### src/rtl/intr_flag_seq.sv
// Interrupt entry/exit sequencer: synchronises INTR_IN, counts pending requests,
// holds IE, and strobes the flag block to save C/Z on entry and restore them on RETIE.
module intr_flag_seq #(
  parameter int SYNC_STAGES = 2,
  parameter int CNT_W       = 2
) (
  input  logic             CLK,
  input  logic             RST,
  input  logic             INTR_IN,
  input  logic             INSTR_DONE,
  input  logic             I_SET,
  input  logic             I_CLR,
  input  logic             RETIE,
  output logic             INT_TAKEN,
  output logic             FLG_SHAD_LD,
  output logic             FLG_LD_SEL,
  output logic             FLG_C_LD,
  output logic             FLG_Z_LD,
  output logic             IE,
  output logic             IN_ISR,
  output logic [CNT_W-1:0] PEND_CNT,
  output logic             OVF,
  output logic             SPUR_RETI
);

  typedef enum logic [1:0] {S_RUN, S_ENTER, S_ISR, S_EXIT} state_t;

  localparam logic [CNT_W-1:0] CNT_ONE = {{(CNT_W-1){1'b0}}, 1'b1};
  localparam logic [CNT_W-1:0] CNT_MAX = {CNT_W{1'b1}};

  state_t                 state_q, state_d;
  logic [SYNC_STAGES-1:0] sync_q, sync_d;
  logic                   hist_q, hist_d;
  logic [CNT_W-1:0]       cnt_q, cnt_d;
  logic                   ie_q, ie_d;
  logic                   ovf_q, ovf_d;
  logic                   spur_q, spur_d;
  logic                   rise, inc, dec;

  always_ff @(posedge CLK) begin
    if (RST) begin
      state_q <= S_RUN;
      sync_q  <= '0;
      hist_q  <= 1'b0;
      cnt_q   <= '0;
      ie_q    <= 1'b0;
      ovf_q   <= 1'b0;
      spur_q  <= 1'b0;
    end else begin
      state_q <= state_d;
      sync_q  <= sync_d;
      hist_q  <= hist_d;
      cnt_q   <= cnt_d;
      ie_q    <= ie_d;
      ovf_q   <= ovf_d;
      spur_q  <= spur_d;
    end
  end

  // Sync chain shifts toward the MSB; the history flop turns a held level into one rise.
  always_comb begin
    sync_d = {sync_q[SYNC_STAGES-2:0], INTR_IN};
    hist_d = sync_q[SYNC_STAGES-1];
    rise   = sync_q[SYNC_STAGES-1] & ~hist_q;
  end

  always_comb begin
    inc   = rise;
    dec   = (state_q == S_ENTER) && (cnt_q != '0);
    cnt_d = cnt_q;
    ovf_d = ovf_q;
    if (inc && !dec) begin
      if (cnt_q == CNT_MAX) ovf_d = 1'b1;
      else                  cnt_d = cnt_q + CNT_ONE;
    end else if (dec && !inc) begin
      cnt_d = cnt_q - CNT_ONE;
    end
  end

  always_comb begin
    state_d = state_q;
    ie_d    = ie_q;
    spur_d  = spur_q;
    case (state_q)
      S_RUN: begin
        if ((cnt_q != '0) && ie_q && INSTR_DONE) state_d = S_ENTER;
        if (RETIE) spur_d = 1'b1;
        if (I_CLR)      ie_d = 1'b0;
        else if (I_SET) ie_d = 1'b1;
      end
      S_ENTER: begin
        state_d = S_ISR;
        ie_d    = 1'b0;
      end
      S_ISR: begin
        if (RETIE) state_d = S_EXIT;
        if (I_CLR)      ie_d = 1'b0;
        else if (I_SET) ie_d = 1'b1;
      end
      S_EXIT: begin
        state_d = S_RUN;
        ie_d    = 1'b1;
      end
      default: state_d = S_RUN;
    endcase
  end

  // Moore outputs: the control unit ORs its own C/Z loads with the restore strobes.
  assign INT_TAKEN   = (state_q == S_ENTER);
  assign FLG_SHAD_LD = (state_q == S_ENTER);
  assign FLG_LD_SEL  = (state_q == S_EXIT);
  assign FLG_C_LD    = (state_q == S_EXIT);
  assign FLG_Z_LD    = (state_q == S_EXIT);
  assign IN_ISR      = (state_q != S_RUN);
  assign IE          = ie_q;
  assign PEND_CNT    = cnt_q;
  assign OVF         = ovf_q;
  assign SPUR_RETI   = spur_q;

endmodule

### config.mk
export PLATFORM = sky130hd
export DESIGN_NAME = intr_flag_seq
export DESIGN_NICKNAME = d
export VERILOG_FILES = /design/src/rtl/intr_flag_seq.sv
export SDC_FILE = /design/constraint.sdc
export NUM_CORES = 1
export LEC_CHECK = 0
export ABC_AREA = 1
export CAP_MARGIN = 20
export CORE_UTILIZATION = 35
export DETAILED_ROUTE_END_ITERATION = 10
export PLACE_DENSITY = 0.63
export SYNTH_ARGS = -nofsm -noshare
export SYNTH_HDL_FRONTEND = slang
export SYNTH_SLANG_ARGS = --single-unit
### constraint.sdc
create_clock -name CLK -period 1.8 [get_ports CLK]
set_clock_uncertainty 0.1 [all_clocks]
set_input_delay 0.36 -clock CLK [delete_from_list [all_inputs] [get_ports CLK]]
set_output_delay 0.36 -clock CLK [all_outputs]
set_load 0.01 [all_outputs]
* Word-level counts from Yosys, hierarchy flattened *
Cells that the tools add are included.

word-level totals
  bits in registers = 10
  output and inout bits = 11

operators by class
  $add $sub $neg = 2
  equality and inequality tests = 8
  mux-type cells = 9
  bitwise gates (word level) = 2
  reductions and logical operators = 16

operators with widths
  kind                   number
  $mux W2                5
  $pmux W2 S4            1
  $reduce_and A2 Y1      4
  $eq A2 B2 Y1 const B   3
  $ne A2 B2 Y1 const B   3
  $reduce_bool A2 Y1     3
  $logic_and A1 B1 Y1    5
  $ne A3 B1 Y1 const B   1
  $pmux W1 S3            1
  $add A2 B1 Y2 const B  1
  $eq A2 B1 Y1 const B   1
  $logic_not A1 Y1       2
  $logic_not A2 Y1       1
  $mux W1                2
  $reduce_or A2 Y1       1
  $sub A2 B1 Y2 const B  1
  $and A1 B1 Y1          1
  $not A1 Y1             1

* Longest topological paths before layout *
Gate-level depths: netlist (run 1).

  word-level depth = 6
  mapped depth = 7
  depth with buffers taken out = 7

* Worst setup path before layout (run 1) *
Ideal clock, no wire load.

  kind = register to output
  from = register state_q[1]
  to = output port INT_TAKEN
  data arrival time = 873 ps
  path slack = 467 ps
  cell stages (with the launch flop) = 4
  path buffers = 1
  cells stage by stage = dfxtp_1 > inv_1 > ha_1 > buf_4

on the way
  word-level cells in the longest chain between the ends = 1

RTL lines
  element                   line  RTL
  start: declaration        31    state_t state_q, state_d;
  start signal: assignment  50    state_q <= state_d;
  $eq A2 B1 Y1              --
  end: declaration          14    output logic INT_TAKEN,

Every way passes these cells.

* Final worst setup path (run 1) *
  from = register cnt_q[1] (netlist: PEND_CNT[1])
  to = output port PEND_CNT[1]

RTL lines
  element                   line  RTL
  start: declaration        34    logic [CNT_W-1:0] cnt_q, cnt_d;
  start signal: assignment  53    cnt_q <= cnt_d;
  end: declaration          21    output logic [CNT_W-1:0] PEND_CNT,

No word-level cell between the ends.

==> results.md, run 1 <==
- Tcrit/Tclk final: 0.931
- Synth Net Count: 84
- Clk pin slew, worst setup/hold paths: 0.07 ns
- Top Ports: 18
- Via/cell ratio: 4.69
- Dpl hpwl: 892 um
- Critical path's slowest cell: clkdlybuf4s50_1
- Final Wtd Congestion: 0.767
- Layout cell share with drive strength beyond 1: 0.204
- Max Root-Sink Buffers: 2
- Min-delay worst type: reg2reg
- CP startpoint kind: flop
- Starting Density: 0.395
- Static Leakage: 0.000362 uW
- Total Routing Usage GR: 0.143
- RSZ-0062 raised after global routing: false
- Net Sw Frac: 0.367
- Comb power frac: 0.489
- Global-route wire length before repair: 1900 um
- Total die area: 1720 um^2
- Input/output buffers: 17
- DRT Wirelength: 1120 um
- Inserted Diodes: 0
- Number of DRC markers in iteration 0: 4
- VDD IR max: 0.690 mV
- Setup WS pre-CTS: 0.0902 ns
- Vias: 506
- # setup viols final: 0
- CTS buffer count: 3
- Clock tree sinks: 10
- CP Capture Type: output port
- Post-route minimum period: 1.68 ns
- Max-cap violations: 0
- Pin count of the biggest net entering global routing: 8
- Critical R2R Capture: state_q[0]$_SDFFE_PP0P_
- YS warnings: 0
- CP bufs+invs: 1
- CORE AREA: 1380 um^2
- Reg-to-Reg Start: state_q[0]$_SDFFE_PP0P_
- Worst rel slew slack: 0.843
- Worst slew pin tran: 0.233 ns
- Routed wire per std cell: 10.4 um
- Mapped cell area: 546 um^2
- Post-Synth Simple-Gate Area: 0.273
- Cts hold-fix bufs: 0
- Resized Gates After CTS: 8
- Compound-gate portion of the synthesized area: 0.101
- Seq/Total Area, Yosys: 0.367
- Die height: 41.5 um
- Mux share of post-synthesis cell area: 0
- Post-Synth Adder-Cell Area: 0.115
- Worst setup margin: 0.123 ns
- DRC viols: 0
- Synthesized area per cell: 7.58 um^2
- Number of antenna violations at the first check in global routing: 0
- XOR/XNOR share of the synthesized area: 0
- Post-synth cell types: 15
- Max Fclk: 0.596 GHz
- Clk_lat worst skew: 0.27 ns
- Outcome: complete, no violations
- Critical-path cell list: clkdlybuf4s50_1
- Post-CTS Setup Inserts: 0
- Vias in the first global route: 448
- 1st-pass router iterations: 4
- Setup TNS: 0 ns
- Reg2Reg Depth: 7
- Pint: 641 uW
- Reg2reg setup slack: 0.33 ns
- CTS tree: done
- Sw power: 371 uW
- Overflow after GRT: 0
- Cell Rows: 13
- WP depth: 1
- Synth Instances: 72
- Worst path max stage delay: 0.55 ns
- Hold Vio Cnt, Final: 0
- Layout net count: 106
- Die Wd: 41.5 um
- Sequential share of power: 0.308
- Setup crit start: PEND_CNT[1]$_SDFFE_PP0P_
- CP Class: reg2out
- Antenna Nets Post-Route: 0
- CP Max Fanout: 7
- H-tree depth: 1
- Final Max Slew Viols: 0
- Area grow syn2layout: 40.8%
- Root Driver: clkbuf_4
- Critical path destination: PEND_CNT[1]
- Largest family of logic cells by synthesized area: simple AND/OR/NAND/NOR gates
- Critical path required time: 1.34 ns
- Top delay family on crit path: buffers and inverters
- Pwr/cell area: 1320 nW/um^2
- Clock power frac: 0.203
- #FFs+latches synth: 10
- Arrival @ worst endpoint: 1.22 ns
sequential cells by signal, summed over array words and instances, names as in the netlist:
| signal | count |
|---|---|
| SPUR_RETI | 1 |
| OVF | 1 |
| state_q | 2 |
| IE | 1 |
| sync_q | 2 |
| PEND_CNT | 2 |
| hist_q | 1 |
worst min path at each step:
stage | start | endpoint | slack (ns) | cells after the start
6_report | sync_q[0]$_SDFF_PP0_ | sync_q[1]$_SDFF_PP0_ | 0.30 | 2
4_1_cts | sync_q[0]$_SDFF_PP0_ | sync_q[1]$_SDFF_PP0_ | 0.31 | 2
3_3_place_gp | sync_q[0]$_SDFF_PP0_ | sync_q[1]$_SDFF_PP0_ | 0.29 | 2
2_1_floorplan | sync_q[0]$_SDFF_PP0_ | sync_q[1]$_SDFF_PP0_ | 0.29 | 2
5_1_grt | sync_q[0]$_SDFF_PP0_ | sync_q[1]$_SDFF_PP0_ | 0.31 | 2
3_5_place_dp | sync_q[0]$_SDFF_PP0_ | sync_q[1]$_SDFF_PP0_ | 0.30 | 2
cells by family (layout without fill, tap and decap cells):
group,Yosys count,in the layout
adder cells (fa/ha/maj),5,5
AO/OA/AOI/OAI,11,11
buffers and inverters,18,39
flip-flops,10,10
AND/OR/NAND/NOR,28,28
synth_stat cells:
| library cell | number | area (um^2) |
|---|---|---|
| o21ai_0 | 4 | 20.0 |
| nor2_1 | 8 | 30.0 |
| dfxtp_1 | 10 | 200 |
| ha_1 | 5 | 62.6 |
| nand2_2 | 2 | 12.5 |
| a21oi_1 | 7 | 35.0 |
| buf_4 | 3 | 22.5 |
| inv_2 | 2 | 7.51 |
| nand3_1 | 2 | 10.0 |
| nand3_2 | 3 | 30.0 |
| inv_1 | 13 | 48.8 |
| or2_2 | 1 | 6.26 |
| nand4_1 | 3 | 18.8 |
| nand2_1 | 7 | 26.3 |
| nand3b_1 | 2 | 15.0 |
per-layer routing:
metal	global-route usage	share of wire	vias up
li1	-	-	268
met1	0.166	0.46	225
met2	0.228	0.49	11
met3	0.0522	0.041	2
met4	0.0774	0.0044	0
met5	0	0	-
final cells by class:
class | instances | area (um^2)
fillers | 140 | 614
flip-flops and latches | 10 | 205
inverters | 15 | 56.3
repair buffers | 20 | 185
multi-input cells | 44 | 267
well taps | 15 | 18.8
clock buffers | 4 | 36.3
power groups by stage:
stage	Sequential [uW]	Combinational (uW)	Clock (uW)
after floorplan	309	306	0
after global placement	309	540	0
after detailed placement	310	539	0
after CTS	312	502	219
after global routing	319	572	222
final	311	495	206
cells in the final DEF, fill, tap and decap left out:
master,Yosys,layout
nor2_1,8,8
nand3_1,2,2
inv_2,2,2
buf_4,3,3
nand2_1,7,7
ha_1,5,5
dlygate4sd2_1,0,6
nand2_2,2,2
inv_1,13,13
or2_2,1,1
a21oi_1,7,7
dfxtp_2,0,4
clkdlybuf4s50_1,0,11
nand3_2,3,3
nand3b_1,2,2
clkbuf_4,0,3
nand4_1,3,3
clkbuf_8,0,1
o21ai_0,4,4
dfxtp_1,10,6
metrics by stage:
step | total power (uW) | area, um^2 | instances | utilization | hold WS (ns)
6_report | 1010 | 768 | 108 | 0.556 | 0.303
5_1_grt | 1110 | 768 | 108 | 0.556 | 0.309
4_1_cts | 1030 | 766 | 108 | 0.554 | 0.305
3_5_place_dp | 849 | 734 | 104 | 0.531 | 0.295
3_3_place_gp | 849 | 734 | 104 | 0.531 | 0.289
2_1_floorplan | 616 | 546 | 72 | - | 0.288
Power figures use the tool's default switching activity.
==> inputs of run 2 (changes only) <==
--- a/config.mk
+++ b/config.mk
@@ -7,9 +7,10 @@
 export LEC_CHECK = 0
 export ABC_AREA = 1
 export CAP_MARGIN = 20
-export CORE_UTILIZATION = 35
+export CORE_AREA = 2 2 39 41
 export DETAILED_ROUTE_END_ITERATION = 10
-export PLACE_DENSITY = 0.63
+export DIE_AREA = 0 0 41 43
+export PLACE_DENSITY = 0.72
 export SYNTH_ARGS = -nofsm -noshare
 export SYNTH_HDL_FRONTEND = slang
 export SYNTH_SLANG_ARGS = --single-unit
==> constraint.sdc (replaced) <==
create_clock -name CLK -period 1.8 [get_ports CLK]
set_clock_uncertainty 0.1 [all_clocks]
set_input_delay 0.36 -clock CLK [delete_from_list [all_inputs] [get_ports CLK]]
set_output_delay 0.36 -clock CLK [all_outputs]
set_load 0.005 [all_outputs]
==> run 2 against run 1 <==
- hold slack gained 0.0029 ns
- via count shrank 1.2%
- routed wire length is 8.8% lower
- maximum frequency decreased by 1.3%
- non-clock buffer count up 3
- combinational power grew 7.3%
- clock power decreased by 2%
- die area rose by 2.5%
- sequential share of layout area is 1.2 points lower
- worst setup slack worse by 0.022 ns
- sequential cell count stayed put
- first-iteration DRC count increased by 50%
- critical path type unchanged
- critical endpoint unchanged
==> results.md, run 2 (synthesis gave the netlist of run 1 again) <==
- Outcome: complete, no violations
- Vias: 500
- DRT Wirelength: 1030 um
- Sequential share of power: 0.299
- Sw power: 357 uW
- Final Max Slew Viols: 0
- CP Max Fanout: 7
- Cts hold-fix bufs: 0
- CTS tree: done
- Routed wire per std cell: 9.15 um
- Cell Rows: 14
- Layout cell share with drive strength beyond 1: 0.229
- Global-route wire length before repair: 1530 um
- Hold Vio Cnt, Final: 0
- Commonest non-fill, non-tap cell in the layout: inv_1
- Top Ports: 18
- Max Fclk: 0.589 GHz
- Clk pin slew, worst setup/hold paths: 0.06 ns
- Clock power frac: 0.192
- Pwr/cell area: 1300 nW/um^2
- Number of DRC markers in iteration 0: 6
- Layout net count: 109
- CP Capture Type: output port
- Post-route minimum period: 1.70 ns
- Pin count of the biggest net entering global routing: 8
- Antenna Nets Post-Route: 0
- Root Driver: clkbuf_4
- Starting Density: 0.394
- Area grow syn2layout: 47.5%
- Tcrit/Tclk final: 0.944
- Clock tree sinks: 10
- 1st-pass router iterations: 4
- Worst slew pin tran: 0.218 ns
- Setup TNS: 0 ns
- Inserted Diodes: 0
- # setup viols final: 0
- Worst path max stage delay: 0.54 ns
- Overflow after GRT: 0
- RSZ-0062 raised after global routing: false
- Top delay family on crit path: buffers and inverters
- Worst rel slew slack: 0.854
- Hold slack: 0.306 ns
- Pint: 686 uW
- Input/output buffers: 17
- Via/cell ratio: 4.46
- VDD IR max: 0.700 mV
- Dpl hpwl: 814 um
- Static Leakage: 0.000377 uW
- Critical-path cell list: clkdlybuf4s50_1
- Max-cap violations: 0
- DRC viols: 0
- CP startpoint kind: flop
- Net Sw Frac: 0.343
- Min-delay worst type: reg2reg
- H-tree depth: 1
- Arrival @ worst endpoint: 1.24 ns
- Number of antenna violations at the first check in global routing: 0
- CTS buffer count: 3
- Max Root-Sink Buffers: 2
- Die height: 43 um
- CP bufs+invs: 1
- Die Wd: 41 um
- Total die area: 1760 um^2
- Critical path required time: 1.34 ns
- Comb power frac: 0.509
- Clk_lat worst skew: 0.27 ns
- Critical path's slowest cell: clkdlybuf4s50_1
- Most frequent cells in the layout: inv_1, clkdlybuf4s50_1, dfxtp_1, nor2_1
- Final Wtd Congestion: 0.773
- Total Routing Usage GR: 0.126
- Worst setup margin: 0.101 ns
- CORE AREA: 1380 um^2
- CP Class: reg2out
- Vias in the first global route: 417
- Setup WS pre-CTS: 0.0878 ns
## run 2: cell type report
type                            instances  area, um^2
Clock buffer                            4        36.3
Fill cell                             137         579
Inverter                               15        56.3
Multi-Input combinational cell         44         279
Sequential cell                        10         205
Tap cell                               16        20.0
Timing Repair Buffer                   23         208
## run 2: final timing paths
path                            start                      end  slack [ns]  cells past startpoint
min reg2reg      sync_q[0]$_SDFF_PP0_     sync_q[1]$_SDFF_PP0_        0.31                      2
max          PEND_CNT[1]$_SDFFE_PP0P_              PEND_CNT[1]        0.10                      1
min              sync_q[0]$_SDFF_PP0_     sync_q[1]$_SDFF_PP0_        0.31                      2
max reg2reg   state_q[0]$_SDFFE_PP0P_  state_q[0]$_SDFFE_PP0P_        0.33                      7
## run 2: worst register-to-register path, stage by stage (launching register included)
cell,delay (ns)
dfxtp_4,0.36
inv_1,0.07
buf_4,0.12
ha_1,0.17
inv_1,0.06
or2_2,0.30
a21oi_1,0.15
nor2_1,0.05
## run 2: power groups by stage
stage	clock, uW	sequential (uW)	combinational [uW]
after detailed placement	0	313	494
after global placement	0	309	490
after global routing	217	317	596
final	201	312	531
after CTS	208	310	538
after floorplan	0	304	284
## run 2: metrics by stage
step | cells | utilization | cell area, um^2 | power [uW]
after floorplan | 72 | - | 546 | 587
after global placement | 105 | 0.532 | 736 | 799
after detailed placement | 105 | 0.532 | 736 | 807
after CTS | 112 | 0.581 | 805 | 1060
after global routing | 112 | 0.581 | 805 | 1130
final | 112 | 0.581 | 805 | 1040
## run 2: repair_timing
action                     CTS  global route
setup endpoints to repair    6             0
gates resized for setup     12             0
setup buffers                3             0
## run 2: metal layers
| metal | share of wire | wire length [um] | vias up | track usage |
|---|---|---|---|---|
| met5 | 0 | 0 | - | 0 |
| met4 | 0.019 | 19 | 0 | 0.0600 |
| met3 | 0.042 | 43 | 3 | 0.0314 |
| met2 | 0.50 | 513 | 12 | 0.209 |
| met1 | 0.44 | 449 | 210 | 0.141 |
| li1 | - | - | 275 | - |
==> inputs of run 3 (changes only) <==
--- a/config.mk
+++ b/config.mk
@@ -7,10 +7,12 @@
 export LEC_CHECK = 0
 export ABC_AREA = 1
 export CAP_MARGIN = 20
-export CORE_AREA = 2 2 39 41
+export CORE_AREA = 4 4 41 43
 export DETAILED_ROUTE_END_ITERATION = 10
-export DIE_AREA = 0 0 41 43
+export DIE_AREA = 0 0 45 47
 export PLACE_DENSITY = 0.72
+export REMOVE_ABC_BUFFERS = 1
+export SKIP_CTS_REPAIR_TIMING = 1
 export SYNTH_ARGS = -nofsm -noshare
 export SYNTH_HDL_FRONTEND = slang
 export SYNTH_SLANG_ARGS = --single-unit
==> run 3 against run 2 <==
- register-to-register slack about the same
- clock power about the same
- utilization increased by 4.7 points
- die area increased by 20%
- count of clock-buffer cells in the layout unchanged
- sequential cell count unchanged
- cell area increased by 1.7%
- global-route usage decreased by 0.23 points
- via count unchanged
- maximum frequency decreased by 2.0%
- largest cell class unchanged
==> results.md, run 3 (synthesis gave the netlist of run 1 again) <==
- Post-route minimum period: 1.73 ns
- Net Sw Frac: 0.349
- Die height: 47 um
- Most frequent cells in the layout: inv_1, clkdlybuf4s50_1, dfxtp_1, nor2_1
- Number of antenna violations at the first check in global routing: 0
- Global-route wire length before repair: 1930 um
- Final Max Slew Viols: 0
- Input/output buffers: 17
- Root Driver: clkbuf_4
- CP Class: reg2out
- Via/cell ratio: 4.63
- Final Wtd Congestion: 0.836
- CP Capture Type: output port
- Min-delay worst type: reg2reg
- Clock power frac: 0.192
- Starting Density: 0.419
- Inserted Diodes: 0
- CORE AREA: 1300 um^2
- Clk pin slew, worst setup/hold paths: 0.07 ns
- Max Fclk: 0.577 GHz
- Placed cell area: 727 um^2
- Worst slew pin tran: 0.240 ns
- Setup WS pre-CTS: 0.113 ns
- Clock tree sinks: 10
- Clk_lat worst skew: 0.27 ns
- CTS buffer count: 3
- Sequential share of power: 0.314
- Pwr/cell area: 1300 nW/um^2
- Routed wire per std cell: 10.2 um
- Hold Vio Cnt, Final: 0
- 1st-pass router iterations: 4
- Vias in the first global route: 485
- Outcome: complete, no violations
- Layout cell share with drive strength beyond 1: 0.226
- Max Root-Sink Buffers: 2
- Max-cap violations: 0
- Sw power: 371 uW
- RSZ-0062 raised after global routing: false
- Layout net count: 106
- Static Leakage: 0.000415 uW
- H-tree depth: 1
- Tcrit/Tclk final: 0.963
- Pin count of the biggest net entering global routing: 8
- Arrival @ worst endpoint: 1.27 ns
- Setup TNS: 0 ns
- VDD IR max: 0.859 mV
- Antenna Nets Post-Route: 0
- CP startpoint kind: flop
- Critical path required time: 1.34 ns
- Pint: 693 uW
- Area grow syn2layout: 50.0%
- Worst setup margin: 0.0666 ns
- Comb power frac: 0.494
- Cell Rows: 13
- DRT Wirelength: 1100 um
- # setup viols final: 0
- Die Wd: 45 um
- Overflow after GRT: 0
- Vias: 500
- DRC viols: 0
- Worst rel slew slack: 0.838
- Number of DRC markers in iteration 0: 13
- CP Max Fanout: 5
- Top Ports: 18
- CTS tree: done
- Total die area: 2120 um^2
- Total Routing Usage GR: 0.124
- Finished Cell Area: 818 um^2
- Dpl hpwl: 814 um
## run 3: cell count changes in the layout (fill, tap and decap cells not counted)
| cell | change |
|---|---|
| dfxtp_2 | -1 |
| dlygate4sd2_1 | -6 |
| clkdlybuf4s50_1 | +1 |
| dfxtp_4 | +1 |
| dlymetal6s2s_1 | +5 |
| ha_1 | -2 |
| ha_4 | +1 |
| buf_4 | -3 |
| ha_2 | +1 |
## run 3: routing by layer
metal  vias up  GRT usage  wire [um]
li1        271          -          -
met1       218      0.157        503
met2        11      0.198        541
met3         0     0.0230         56
met4         0     0.0702          0
met5         -          0          0
## run 3: power by group through the flow
stage | combinational, uW | sequential (uW) | clock (uW)
3_5_place_dp | 492 | 312 | 0
3_3_place_gp | 491 | 309 | 0
6_report | 525 | 334 | 204
4_1_cts | 498 | 308 | 211
5_1_grt | 602 | 343 | 219
2_1_floorplan | 258 | 304 | 0
## run 3: final timing paths
path	start	endpoint	slack, ns	cells after the start
worst max-delay path	state_q[1]$_SDFFE_PP0P_	FLG_C_LD	0.07	2
worst min-delay path	sync_q[0]$_SDFF_PP0_	sync_q[1]$_SDFF_PP0_	0.30	2
worst max register to register	state_q[0]$_SDFFE_PP0P_	state_q[1]$_SDFFE_PP0P_	0.32	7
worst min register to register	sync_q[0]$_SDFF_PP0_	sync_q[1]$_SDFF_PP0_	0.30	2
## run 3: final cells by class
type | instances | area (um^2)
Fill cell | 116 | 483
Multi-Input combinational cell | 44 | 294
Sequential cell | 10 | 208
Timing Repair Buffer | 20 | 205
Inverter | 15 | 56.3
Clock buffer | 4 | 36.3
Tap cell | 15 | 18.8
## run 3: per-stage QoR
stage	hold WS (ns)	total power, uW	util	std cells
floorplan	0.288	561	-	69
global placement	0.289	800	0.559	103
detailed placement	0.298	804	0.559	103
CTS	0.307	1020	0.587	107
global route	0.330	1160	0.629	108
finish	0.305	1060	0.629	108
## run 3: worst max-delay path, stage by stage (launching register included)
cell	delay [ns]
dfxtp_4	0.38
ha_4	0.13
clkdlybuf4s50_1	0.49
